==> src/rtl/rsp_ahb_pkg.sv <==
// ----------------------------------------------------------------------------
// rsp_ahb_pkg
// Shared AHB-Lite encodings and helpers for the RSP register/DMA fabric.
//   - HTRANS_* / HRESP_* encodings
//   - ds_state_e : default-slave ERROR FSM states
//   - clog2_min1 : ceil(log2(n)), never less than 1 (so N_CH=1 still has an
//                  index field)
// ----------------------------------------------------------------------------
package rsp_ahb_pkg;

    localparam logic [1:0] HTRANS_IDLE   = 2'b00;
    localparam logic [1:0] HTRANS_BUSY   = 2'b01;
    localparam logic [1:0] HTRANS_NONSEQ = 2'b10;
    localparam logic [1:0] HTRANS_SEQ    = 2'b11;

    localparam logic [1:0] HRESP_OKAY    = 2'b00;
    localparam logic [1:0] HRESP_ERROR   = 2'b01;

    typedef enum logic [1:0] {
        DS_OKAY = 2'b00,
        DS_ERR1 = 2'b01,
        DS_ERR2 = 2'b10
    } ds_state_e;

    function automatic int clog2_min1(input int n);
        return (n <= 1) ? 1 : $clog2(n);
    endfunction

endpackage

==> src/rtl/rsp_ahb_defslave.sv <==
// ----------------------------------------------------------------------------
// rsp_ahb_defslave
// Default slave for rsp_ahb_chmux: two-cycle ERROR FSM for unmapped active
// transfers, plus the optional stall watchdog (macro RSP_AHB_CHMUX_TIMEOUT_EN).
//
// Ports
//   i_hclk, i_hresetn : clock, synchronous active-low reset
//   i_hreadyin        : bus-level HREADY (address phase accepted when 1)
//   i_err_req         : current address phase is active and unmapped
//   i_stall           : selected channel is in data phase with ch_hready=0
//   i_dsel_chg        : data-phase select is about to change
//   i_dsel_ch         : channel index currently selected in data phase
//   o_hready, o_hresp : default-slave response (registered)
//   o_trip            : watchdog expired this cycle (forces dsel to DEF)
//   o_ch_tmo          : sticky per-channel timeout flags
// ----------------------------------------------------------------------------
module rsp_ahb_defslave
    import rsp_ahb_pkg::*;
#(
    parameter int N_CH        = 5,
    parameter int IDXW        = 3,
    parameter int TIMEOUT_CYC = 256
) (
    input  logic            i_hclk,
    input  logic            i_hresetn,
    input  logic            i_hreadyin,
    input  logic            i_err_req,
    input  logic            i_stall,
    input  logic            i_dsel_chg,
    input  logic [IDXW-1:0] i_dsel_ch,
    output logic            o_hready,
    output logic [1:0]      o_hresp,
    output logic            o_trip,
    output logic [N_CH-1:0] o_ch_tmo
);

    ds_state_e  r_state;
    logic       r_hready;
    logic [1:0] r_hresp;
    logic       w_trip;

`ifdef RSP_AHB_CHMUX_TIMEOUT_EN
    localparam int CNT_W = $clog2(TIMEOUT_CYC + 1);

    logic [CNT_W-1:0] r_cnt;
    logic [N_CH-1:0]  r_tmo;

    // Trip on the last stalled cycle so ERR1 appears after exactly
    // TIMEOUT_CYC wait states.
    assign w_trip = i_stall && (r_cnt == CNT_W'(TIMEOUT_CYC - 1));

    always_ff @(posedge i_hclk) begin
        if (!i_hresetn) begin
            r_cnt <= '0;
            r_tmo <= '0;
        end else begin
            if (!i_stall || i_dsel_chg || w_trip) begin
                r_cnt <= '0;
            end else begin
                r_cnt <= r_cnt + CNT_W'(1);
            end
            if (w_trip) begin
                for (int unsigned i = 0; i < N_CH; i++) begin
                    if (i_dsel_ch == IDXW'(i)) begin
                        r_tmo[i] <= 1'b1;
                    end
                end
            end
        end
    end

    assign o_ch_tmo = r_tmo;
`else
    logic w_unused;
    assign w_unused = ^{i_stall, i_dsel_chg, i_dsel_ch};
    assign w_trip   = 1'b0;
    assign o_ch_tmo = '0;
`endif

    assign o_trip = w_trip;

    // ERR2 accepts a new address phase like OKAY does, so a back-to-back
    // unmapped beat goes straight to ERR1 again.
    always_ff @(posedge i_hclk) begin
        if (!i_hresetn) begin
            r_state  <= DS_OKAY;
            r_hready <= 1'b1;
            r_hresp  <= HRESP_OKAY;
        end else if (w_trip) begin
            r_state  <= DS_ERR1;
            r_hready <= 1'b0;
            r_hresp  <= HRESP_ERROR;
        end else begin
            case (r_state)
                DS_ERR1: begin
                    r_state  <= DS_ERR2;
                    r_hready <= 1'b1;
                    r_hresp  <= HRESP_ERROR;
                end
                default: begin
                    if (i_hreadyin && i_err_req) begin
                        r_state  <= DS_ERR1;
                        r_hready <= 1'b0;
                        r_hresp  <= HRESP_ERROR;
                    end else begin
                        r_state  <= DS_OKAY;
                        r_hready <= 1'b1;
                        r_hresp  <= HRESP_OKAY;
                    end
                end
            endcase
        end
    end

    assign o_hready = r_hready;
    assign o_hresp  = r_hresp;

endmodule

==> src/rtl/rsp_ahb_chmux.sv <==
// ----------------------------------------------------------------------------
// rsp_ahb_chmux
// AHB-Lite 1-to-N_CH channel decoder/multiplexer. Channel index is
// haddr[CH_AW +: clog2(N_CH)]; each channel sees a 2^CH_AW byte window.
// Unmapped (or timed-out) accesses go to a built-in default slave that
// answers active transfers with a two-cycle ERROR.
// Optional watchdog: define RSP_AHB_CHMUX_TIMEOUT_EN.
//
// Ports
//   hclk, hresetn          : clock, synchronous active-low reset
//   hsel..hreadyin         : master-side AHB-Lite address/data inputs
//   hrdata, hresp, hready  : response to master
//   ch_hsel..ch_hreadyin   : per-channel address-phase fan-out
//   ch_hrdata/hresp/hready : per-channel responses
//   ch_tmo                 : sticky per-channel timeout flags
// ----------------------------------------------------------------------------
module rsp_ahb_chmux
    import rsp_ahb_pkg::*;
#(
    parameter int N_CH        = 5,
    parameter int AHB_DW      = 32,
    parameter int AHB_AW      = 32,
    parameter int CH_AW       = 10,
    parameter int TIMEOUT_CYC = 256
) (
    input  logic                             hclk,
    input  logic                             hresetn,
    input  logic                             hsel,
    input  logic [1:0]                       htrans,
    input  logic [AHB_AW-1:0]                haddr,
    input  logic [2:0]                       hburst,
    input  logic [2:0]                       hsize,
    input  logic [AHB_DW-1:0]                hwdata,
    input  logic                             hwrite,
    input  logic                             hreadyin,
    output logic [AHB_DW-1:0]                hrdata,
    output logic [1:0]                       hresp,
    output logic                             hready,
    output logic [N_CH-1:0]                  ch_hsel,
    output logic [N_CH-1:0][1:0]             ch_htrans,
    output logic [N_CH-1:0][AHB_AW-1:0]      ch_haddr,
    output logic [N_CH-1:0][2:0]             ch_hburst,
    output logic [N_CH-1:0][2:0]             ch_hsize,
    output logic [N_CH-1:0][AHB_DW-1:0]      ch_hwdata,
    output logic [N_CH-1:0]                  ch_hwrite,
    output logic [N_CH-1:0]                  ch_hreadyin,
    input  logic [N_CH-1:0][AHB_DW-1:0]      ch_hrdata,
    input  logic [N_CH-1:0][1:0]             ch_hresp,
    input  logic [N_CH-1:0]                  ch_hready,
    output logic [N_CH-1:0]                  ch_tmo
);

    localparam int IDXW = clog2_min1(N_CH);
    localparam logic [AHB_AW-1:0] ADDR_MASK = AHB_AW'((64'd1 << CH_AW) - 64'd1);

    logic [IDXW-1:0] w_idx;
    logic [N_CH-1:0] w_hit;
    logic            w_mapped;
    logic            w_err_req;
    logic            w_stall;
    logic            w_dsel_chg;
    logic            w_trip;
    logic            w_def_hready;
    logic [1:0]      w_def_hresp;

    // Data-phase select: r_dsel_def=1 means the default slave, otherwise
    // r_dsel_ch names the channel.
    logic            r_dsel_def;
    logic [IDXW-1:0] r_dsel_ch;

    assign w_idx = haddr[CH_AW +: IDXW];

    // Indices >= N_CH never hit, so they fall through to the default slave.
    always_comb begin
        w_hit = '0;
        for (int unsigned i = 0; i < N_CH; i++) begin
            w_hit[i] = (w_idx == IDXW'(i)) && !ch_tmo[i];
        end
    end

    assign w_mapped  = hsel && (|w_hit);
    assign w_err_req = hsel && !w_mapped &&
                       ((htrans == HTRANS_NONSEQ) || (htrans == HTRANS_SEQ));

    always_comb begin
        for (int unsigned i = 0; i < N_CH; i++) begin
            ch_hsel[i]     = w_hit[i] && hsel;
            ch_htrans[i]   = htrans;
            ch_haddr[i]    = haddr & ADDR_MASK;
            ch_hburst[i]   = hburst;
            ch_hsize[i]    = hsize;
            ch_hwdata[i]   = hwdata;
            ch_hwrite[i]   = hwrite;
            ch_hreadyin[i] = hready;
        end
    end

    assign w_stall    = !r_dsel_def && !ch_hready[r_dsel_ch];
    assign w_dsel_chg = hreadyin &&
                        (w_mapped ? (r_dsel_def || (w_idx != r_dsel_ch)) : !r_dsel_def);

    always_ff @(posedge hclk) begin
        if (!hresetn) begin
            r_dsel_def <= 1'b1;
            r_dsel_ch  <= '0;
        end else if (w_trip) begin
            r_dsel_def <= 1'b1;
        end else if (hreadyin) begin
            r_dsel_def <= !w_mapped;
            if (w_mapped) begin
                r_dsel_ch <= w_idx;
            end
        end
    end

    rsp_ahb_defslave #(
        .N_CH        (N_CH),
        .IDXW        (IDXW),
        .TIMEOUT_CYC (TIMEOUT_CYC)
    ) u_defslave (
        .i_hclk     (hclk),
        .i_hresetn  (hresetn),
        .i_hreadyin (hreadyin),
        .i_err_req  (w_err_req),
        .i_stall    (w_stall),
        .i_dsel_chg (w_dsel_chg),
        .i_dsel_ch  (r_dsel_ch),
        .o_hready   (w_def_hready),
        .o_hresp    (w_def_hresp),
        .o_trip     (w_trip),
        .o_ch_tmo   (ch_tmo)
    );

    always_comb begin
        hrdata = '0;
        hresp  = w_def_hresp;
        hready = w_def_hready;
        if (!r_dsel_def) begin
            hrdata = ch_hrdata[r_dsel_ch];
            hresp  = ch_hresp[r_dsel_ch];
            hready = ch_hready[r_dsel_ch];
        end
    end

endmodule

==> config.mk <==
export PLATFORM = sky130hd
export DESIGN_NAME = rsp_ahb_chmux
export DESIGN_NICKNAME = d
export VERILOG_FILES = /design/src/rtl/rsp_ahb_pkg.sv /design/src/rtl/rsp_ahb_defslave.sv /design/src/rtl/rsp_ahb_chmux.sv
export SDC_FILE = /design/constraint.sdc
export NUM_CORES = 1
export LEC_CHECK = 0
export BUFFER_PORTS_ARGS = -buffer_cell sky130_fd_sc_hd__buf_2
export CORE_AREA = 2 2 259 261
export DETAILED_ROUTE_END_ITERATION = 8
export DIE_AREA = 0 0 261 263
export GPL_ROUTABILITY_DRIVEN = 0
export MAX_ROUTING_LAYER = met4
export SLEW_MARGIN = 20
export SYNTH_ARGS = -nofsm -noshare
export SYNTH_HDL_FRONTEND = slang
export SYNTH_SLANG_ARGS = --single-unit
==> constraint.sdc <==
create_clock -name hclk -period 4 [get_ports hclk]
set_input_delay 0.4 -clock hclk [delete_from_list [all_inputs] [get_ports hclk]]
set_output_delay 0.4 -clock hclk [all_outputs]
set_load 0.005 [all_outputs]
==> summary.md, run 1 <==
The first error in the log reads "[ERROR DRT-0255] Maze Route cannot find path of net ch_hrdata[151] in worker of routeBox ( 241500 0 ) ( 261000 48300 )". The root buffer cell chosen for the clock tree is sky130_fd_sc_hd__clkbuf_16. A synthesized cell averages 8.22 um2. The area share of and/or/nand/nor cells after synthesis works out to 0.0601. The number of hold buffers added after CTS was 0; the all-layer global routing usage was 0.0545. The run gives 12 as the number of antenna violations at the first check in global routing. Yosys mapped a number of flops with a built-in enable equal to 0.

TritonCTS created 3 clock buffers. The commonest cells after synthesis are 375 x sky130_fd_sc_hd__buf_4, 70 x sky130_fd_sc_hd__mux2i_1, 41 x sky130_fd_sc_hd__nand2_1. The cell count after synthesis was 580; the number of buffers added on ports was 232.

From bottom edge to top edge, the die measures 263 um. Cell with the most instances after synthesis: sky130_fd_sc_hd__buf_4. The fraction of synthesis flops using an asynchronous set or reset pin was 0; the number of gates resized after CTS was 0. Dominant combinational cell family by area after synthesis: buffers and inverters. The post-synthesis xor/xnor area fraction was 0; the largest net degree at the start of global routing was 44. The maximum level of the CTS H-tree is 1, and the register area share after synthesis is 0.0336.

Via count of the first global-routing pass: 2980. The post-synthesis adder-cell area fraction works out to 0. The total congestion overflow is 0. The run gives 2 as the maximum buffer depth of the clock tree. The number of flip-flops and latches in the synthesized netlist was 8; the count of warnings emitted by yosys was 0. In the post-synthesis netlist, the biggest area contributors are sky130_fd_sc_hd__buf_4 59%, sky130_fd_sc_hd__mux2i_1 15%, sky130_fd_sc_hd__o221ai_2 9.8%. The logs give 24200 um for the wire length of the first global-routing pass and 4430 um2 for the placed instance area. The run stopped with a tool error.

The initial standard-cell utilization of the core is 0.0727, and the share of Yosys cell area claimed by the top area cell type is 0.590. Die boundary width: 261 um. The tools report the last stage reached as detailed routing (5_2_route).

In this run the core area contains 94 standard-cell rows. Summed over all instances, the cell type with the most area after synthesis is sky130_fd_sc_hd__buf_4. The tree built by TritonCTS fans out to 8 sinks.

The post-synthesis compound-gate area fraction works out to 0.119. In the synthesized netlist the dominant register cell turns out to be sky130_fd_sc_hd__dfxtp_1. The fraction of synthesized area in multiplexers came out at 0.147.

After clock tree synthesis, the setup repair step added 0 buffers. During I/O placement, the number of pins put on the boundary was 667. The post-placement worst setup slack is 1490 ps. The mapped cell area was 4770 um2. The HPWL reported at the end of detailed placement is 19000 um, and the number of distinct standard cells referenced by the synthesized netlist is 29.
## stage by stage
stage	hold WS, ps	instances
global placement	478	1401
CTS	411	1405
global route	433	1412
floorplan	451	694
detailed placement	483	1401
## cells by family after synthesis
logic type,count (synthesis)
buf+inv,395
mux,70
simple gates,61
compound gates,45
flops,8
other cells,1
## layer usage
layer,GRT usage
met2,0.102
met1,0.0294
met3,0.0475
met5,-
met4,0.0296
==> run 2, diff against run 1 <==
- MAX_ROUTING_LAYER: met4 -> unset
- PLACE_DENSITY_LB_ADDON: unset -> 0.15
==> summary.md, run 2 <==
The flow ran to the end, and the final reports show no timing, DRC or antenna violations. The floorplan has 94 rows. The reported net switching power is 0.214 mW. Before CTS, the worst setup slack after placement is 1460 ps. Across all setup checks in the final design, the least slack found is 1280 ps.

HPWL reported at the end of detailed placement: 18100 um. Counting flops per register, the top entry is r_dsel_ch. The library cell used most frequently in the layout, excluding fill and tap cells, is sky130_fd_sc_hd__buf_2. The mapped cell area is 4770 um2, and the net switching fraction of the power is 0.377.

The maximum level of the CTS H-tree is 1, and the average detailed-routed wire length per instance is 14.5 um. The critical path in this run is classified as reg -> out. Post-CTS timing repair inserted 0 buffers for setup. The worst IR drop on VDD was 81.9 uV; the part of the total power dissipated in sequential elements was 0.179. The critical path goes through or3_2, o22ai_1, a221o_1, buf_2. The worst clock skew is 0.113 ps, and the post-route total power is 0.568 mW. The slack of the worst reg-to-reg path is 2720 ps.

Detailed routing inserted a total of 3108 vias. The clock root buffer master is sky130_fd_sc_hd__clkbuf_16. The number of cells on the worst reg-to-reg path is 2. Number of antenna violations at the first check in global routing: 2. The internal power contribution was 0.354 mW; the remaining design rule violation count was 0. The worst reg2reg path startpoint is r_dsel_ch[1]$_SDFFE_PN0P_. The via count of the first global-routing pass is 3145, and the number of flip-flops and latches in the synthesized netlist is 8.

Setup repair after global routing left no endpoint under its margin. Maximum buffer depth of the clock tree: 2. By area the synthesized netlist is led by sky130_fd_sc_hd__buf_4 59%, sky130_fd_sc_hd__mux2i_1 15%, sky130_fd_sc_hd__o221ai_2 9.8%. The run gives 25100 um as the wire length of the first global-routing pass. Averaged over all synthesized cells, the footprint is 8.22 um2. Fraction of synthesis flops using an asynchronous set or reset pin: 0. The path type of the worst min-delay path was in -> reg. The biggest fanout along the worst timing path came out at 18. The slowest stage of the critical path belongs to the cell sky130_fd_sc_hd__or3_2. The die boundary width came out at 261 um. The register area share after synthesis is 0.0336.

Counting instances in the post-synthesis netlist gives the leading cell types as 375 x sky130_fd_sc_hd__buf_4, 70 x sky130_fd_sc_hd__mux2i_1, 41 x sky130_fd_sc_hd__nand2_1. The final cell count without fillers came out at 1405. The number of hold buffers added after CTS was 0. The detailed-route vias per instance came out at 2.21. The layout cell share with drive strength beyond 1 works out to 0.507. The data required time at the worst endpoint is 3600 ps, and the fill cell total of the finished layout is 7817. The count of warnings emitted by yosys was 0.

The time the worst path needs with I/O delays and setup is 2720 ps, and the initial standard-cell utilization of the core is 0.0727. Entering global routing, the biggest net connects 39 pins. Setup violations remaining at the end of the flow were counted as 0. Counting the buffers created by CTS gives 3. 667 I/O pins were placed. The capture instance of the worst register-to-register path is r_dsel_ch[1]$_SDFFE_PN0P_. Relative to the synthesized area, the layout overhead comes to -5.25%.

The clock reaches the later pin of the worst-skew pair after 230 ps. The fraction of the cycle the final worst path needs was 0.680; the routed wire length was 20300 um. In the layout the commonest cells are 232 x sky130_fd_sc_hd__buf_2, 115 x sky130_fd_sc_hd__conb_1, 70 x sky130_fd_sc_hd__mux2i_1.

Across the run, the number of max-cap violations was 0. The critical path capture point type is an output port. In this run the worst setup path begins at r_dsel_ch[0]$_SDFFE_PN0P_. The first-pass iteration count of the detailed router was 4; the timing-limited maximum frequency was 0.368 GHz. In the synthesized netlist the dominant register cell turns out to be sky130_fd_sc_hd__dfxtp_1. In the final layout, the registers with the most flip-flops are r_dsel_ch x3, u_defslave.r_state x2.

The largest stage delay on the critical path came out at 810 ps. After clock tree synthesis, the clock-pin slew on the worst setup and hold paths is 40 ps. In this run, the number of DRC markers left after iteration 0 of detailed routing was 77. The largest total area in the synthesized netlist belongs to sky130_fd_sc_hd__buf_4. The share of power burned in the clock network is 0.305.

Number of antenna-violating nets in the routed design: 0. The most critical setup path has its endpoint at ch_hreadyin[2]. In this run the tool buffered the top-level ports with 232 buffer cells.

Standby leakage power: 1.85 nW. The total die area came out at 68600 um2. After global routing the overflow that remains totals 0.

Across the whole layout, storage elements account for 164 um2. The all-layer global routing usage is 0.0524. In this run the power density over the cells is 126 nW/um2. The slew at the pin with the worst max-slew slack was 796 ps; the number of gates resized after CTS was 0. The worst setup path is launched from a flip-flop. The worst relative slew slack was 0.469; the flip-flop count of the largest register after layout was 3.

Adding up every negative setup slack in the final design gives 0 ps. TritonCTS built the clock tree. The net count of the finished layout is 793.

After technology mapping, the gate count stands at 580. Arrival time reported for the critical path endpoint: 2320 ps. The height of the chip is 263 um. The clock drives 8 sinks. The share of Yosys cell area claimed by the top area cell type came out at 0.590. Cell with the most instances after synthesis: sky130_fd_sc_hd__buf_4.

The tools report the total core area as 65600 um2. The count of pins over their slew limit was 0; the number of flops mapped to enable cells by yosys was 0. The run gives 1400 as the cell count after placement.

The run gives 0 as the count of final hold-check violations. The tools report the footprint of the multi-input gates as 1990 um2. The tools report the combinational share of power as 0.516. The synthesized netlist contains 29 unique library cells.
[run 2: cell counts after synthesis]
Identical to the previous run, type by type.
[run 2: cell families after synthesis]
group           after synthesis  share of synthesized area
compound gates               45                      0.119
buf+inv                     395                      0.640
flops                         8                     0.0336
mux                          70                      0.147
other cells                   1                   0.000786
simple gates                 61                     0.0601
[run 2: power groups by stage]
stage          clock [mW]  sequential, mW  combinational [mW]
3_3_place_gp            0           0.103               0.300
4_1_cts             0.176           0.102               0.301
3_5_place_dp            0           0.104               0.301
6_report            0.173           0.102               0.293
5_1_grt             0.182           0.103               0.326
2_1_floorplan           0          0.0871               0.456
[run 2: through the flow]
step | cell area, um2 | hold WS [ps] | util
final | 4520 | 401 | 0.0689
after global routing | 4520 | 430 | 0.0688
after CTS | 4520 | 406 | 0.0688
after detailed placement | 4440 | 492 | 0.0676
after global placement | 4440 | 492 | 0.0676
after floorplan | 5200 | 451 | -
[run 2: how the worst min path moves through the flow]
stage | startpoint | endpoint | cells after the start
2_1_floorplan | u_defslave.r_state[0]$_SDFF_PP0_ | u_defslave.o_hready$_SDFF_PP1_ | 2
3_3_place_gp | u_defslave.r_state[0]$_SDFF_PP0_ | u_defslave.o_hready$_SDFF_PP1_ | 2
3_5_place_dp | u_defslave.r_state[0]$_SDFF_PP0_ | u_defslave.o_hready$_SDFF_PP1_ | 2
4_1_cts | hresetn | r_dsel_def$_SDFFE_PN1P_ | 2
5_1_grt | hresetn | r_dsel_def$_SDFFE_PN1P_ | 2
6_report | hresetn | r_dsel_def$_SDFFE_PN1P_ | 2
[run 2: layout make-up]
type / instances / share of cell area
multi-input combinational: 291 / 0.439
timing repair buffer: 236 / 0.266
tap: 864 / 0.239
sequential: 8 / 0.0363
clock buffer: 4 / 0.0174
inverter: 1 / 0.000831
antenna: 1 / 0.000554
[run 2: critical path: cells and delay by family, from the launching register on]
kind / cells / cell delay [ps]
AOI/OAI and AO/OA: 2 / 720
buffers and inverters: 1 / 160
DFF: 1 / 370
and+or+nand+nor: 1 / 810
[run 2: per-layer routing]
layer | vias to the layer above | global-route usage | part of all wire
met4 | 2 | 0.0250 | 0.052
li1 | 1364 | - | -
met5 | - | 0 | 0.00064
met3 | 79 | 0.0256 | 0.16
met2 | 383 | 0.104 | 0.51
met1 | 1280 | 0.0412 | 0.28
Note: power is estimated with default switching activity, not from simulation.
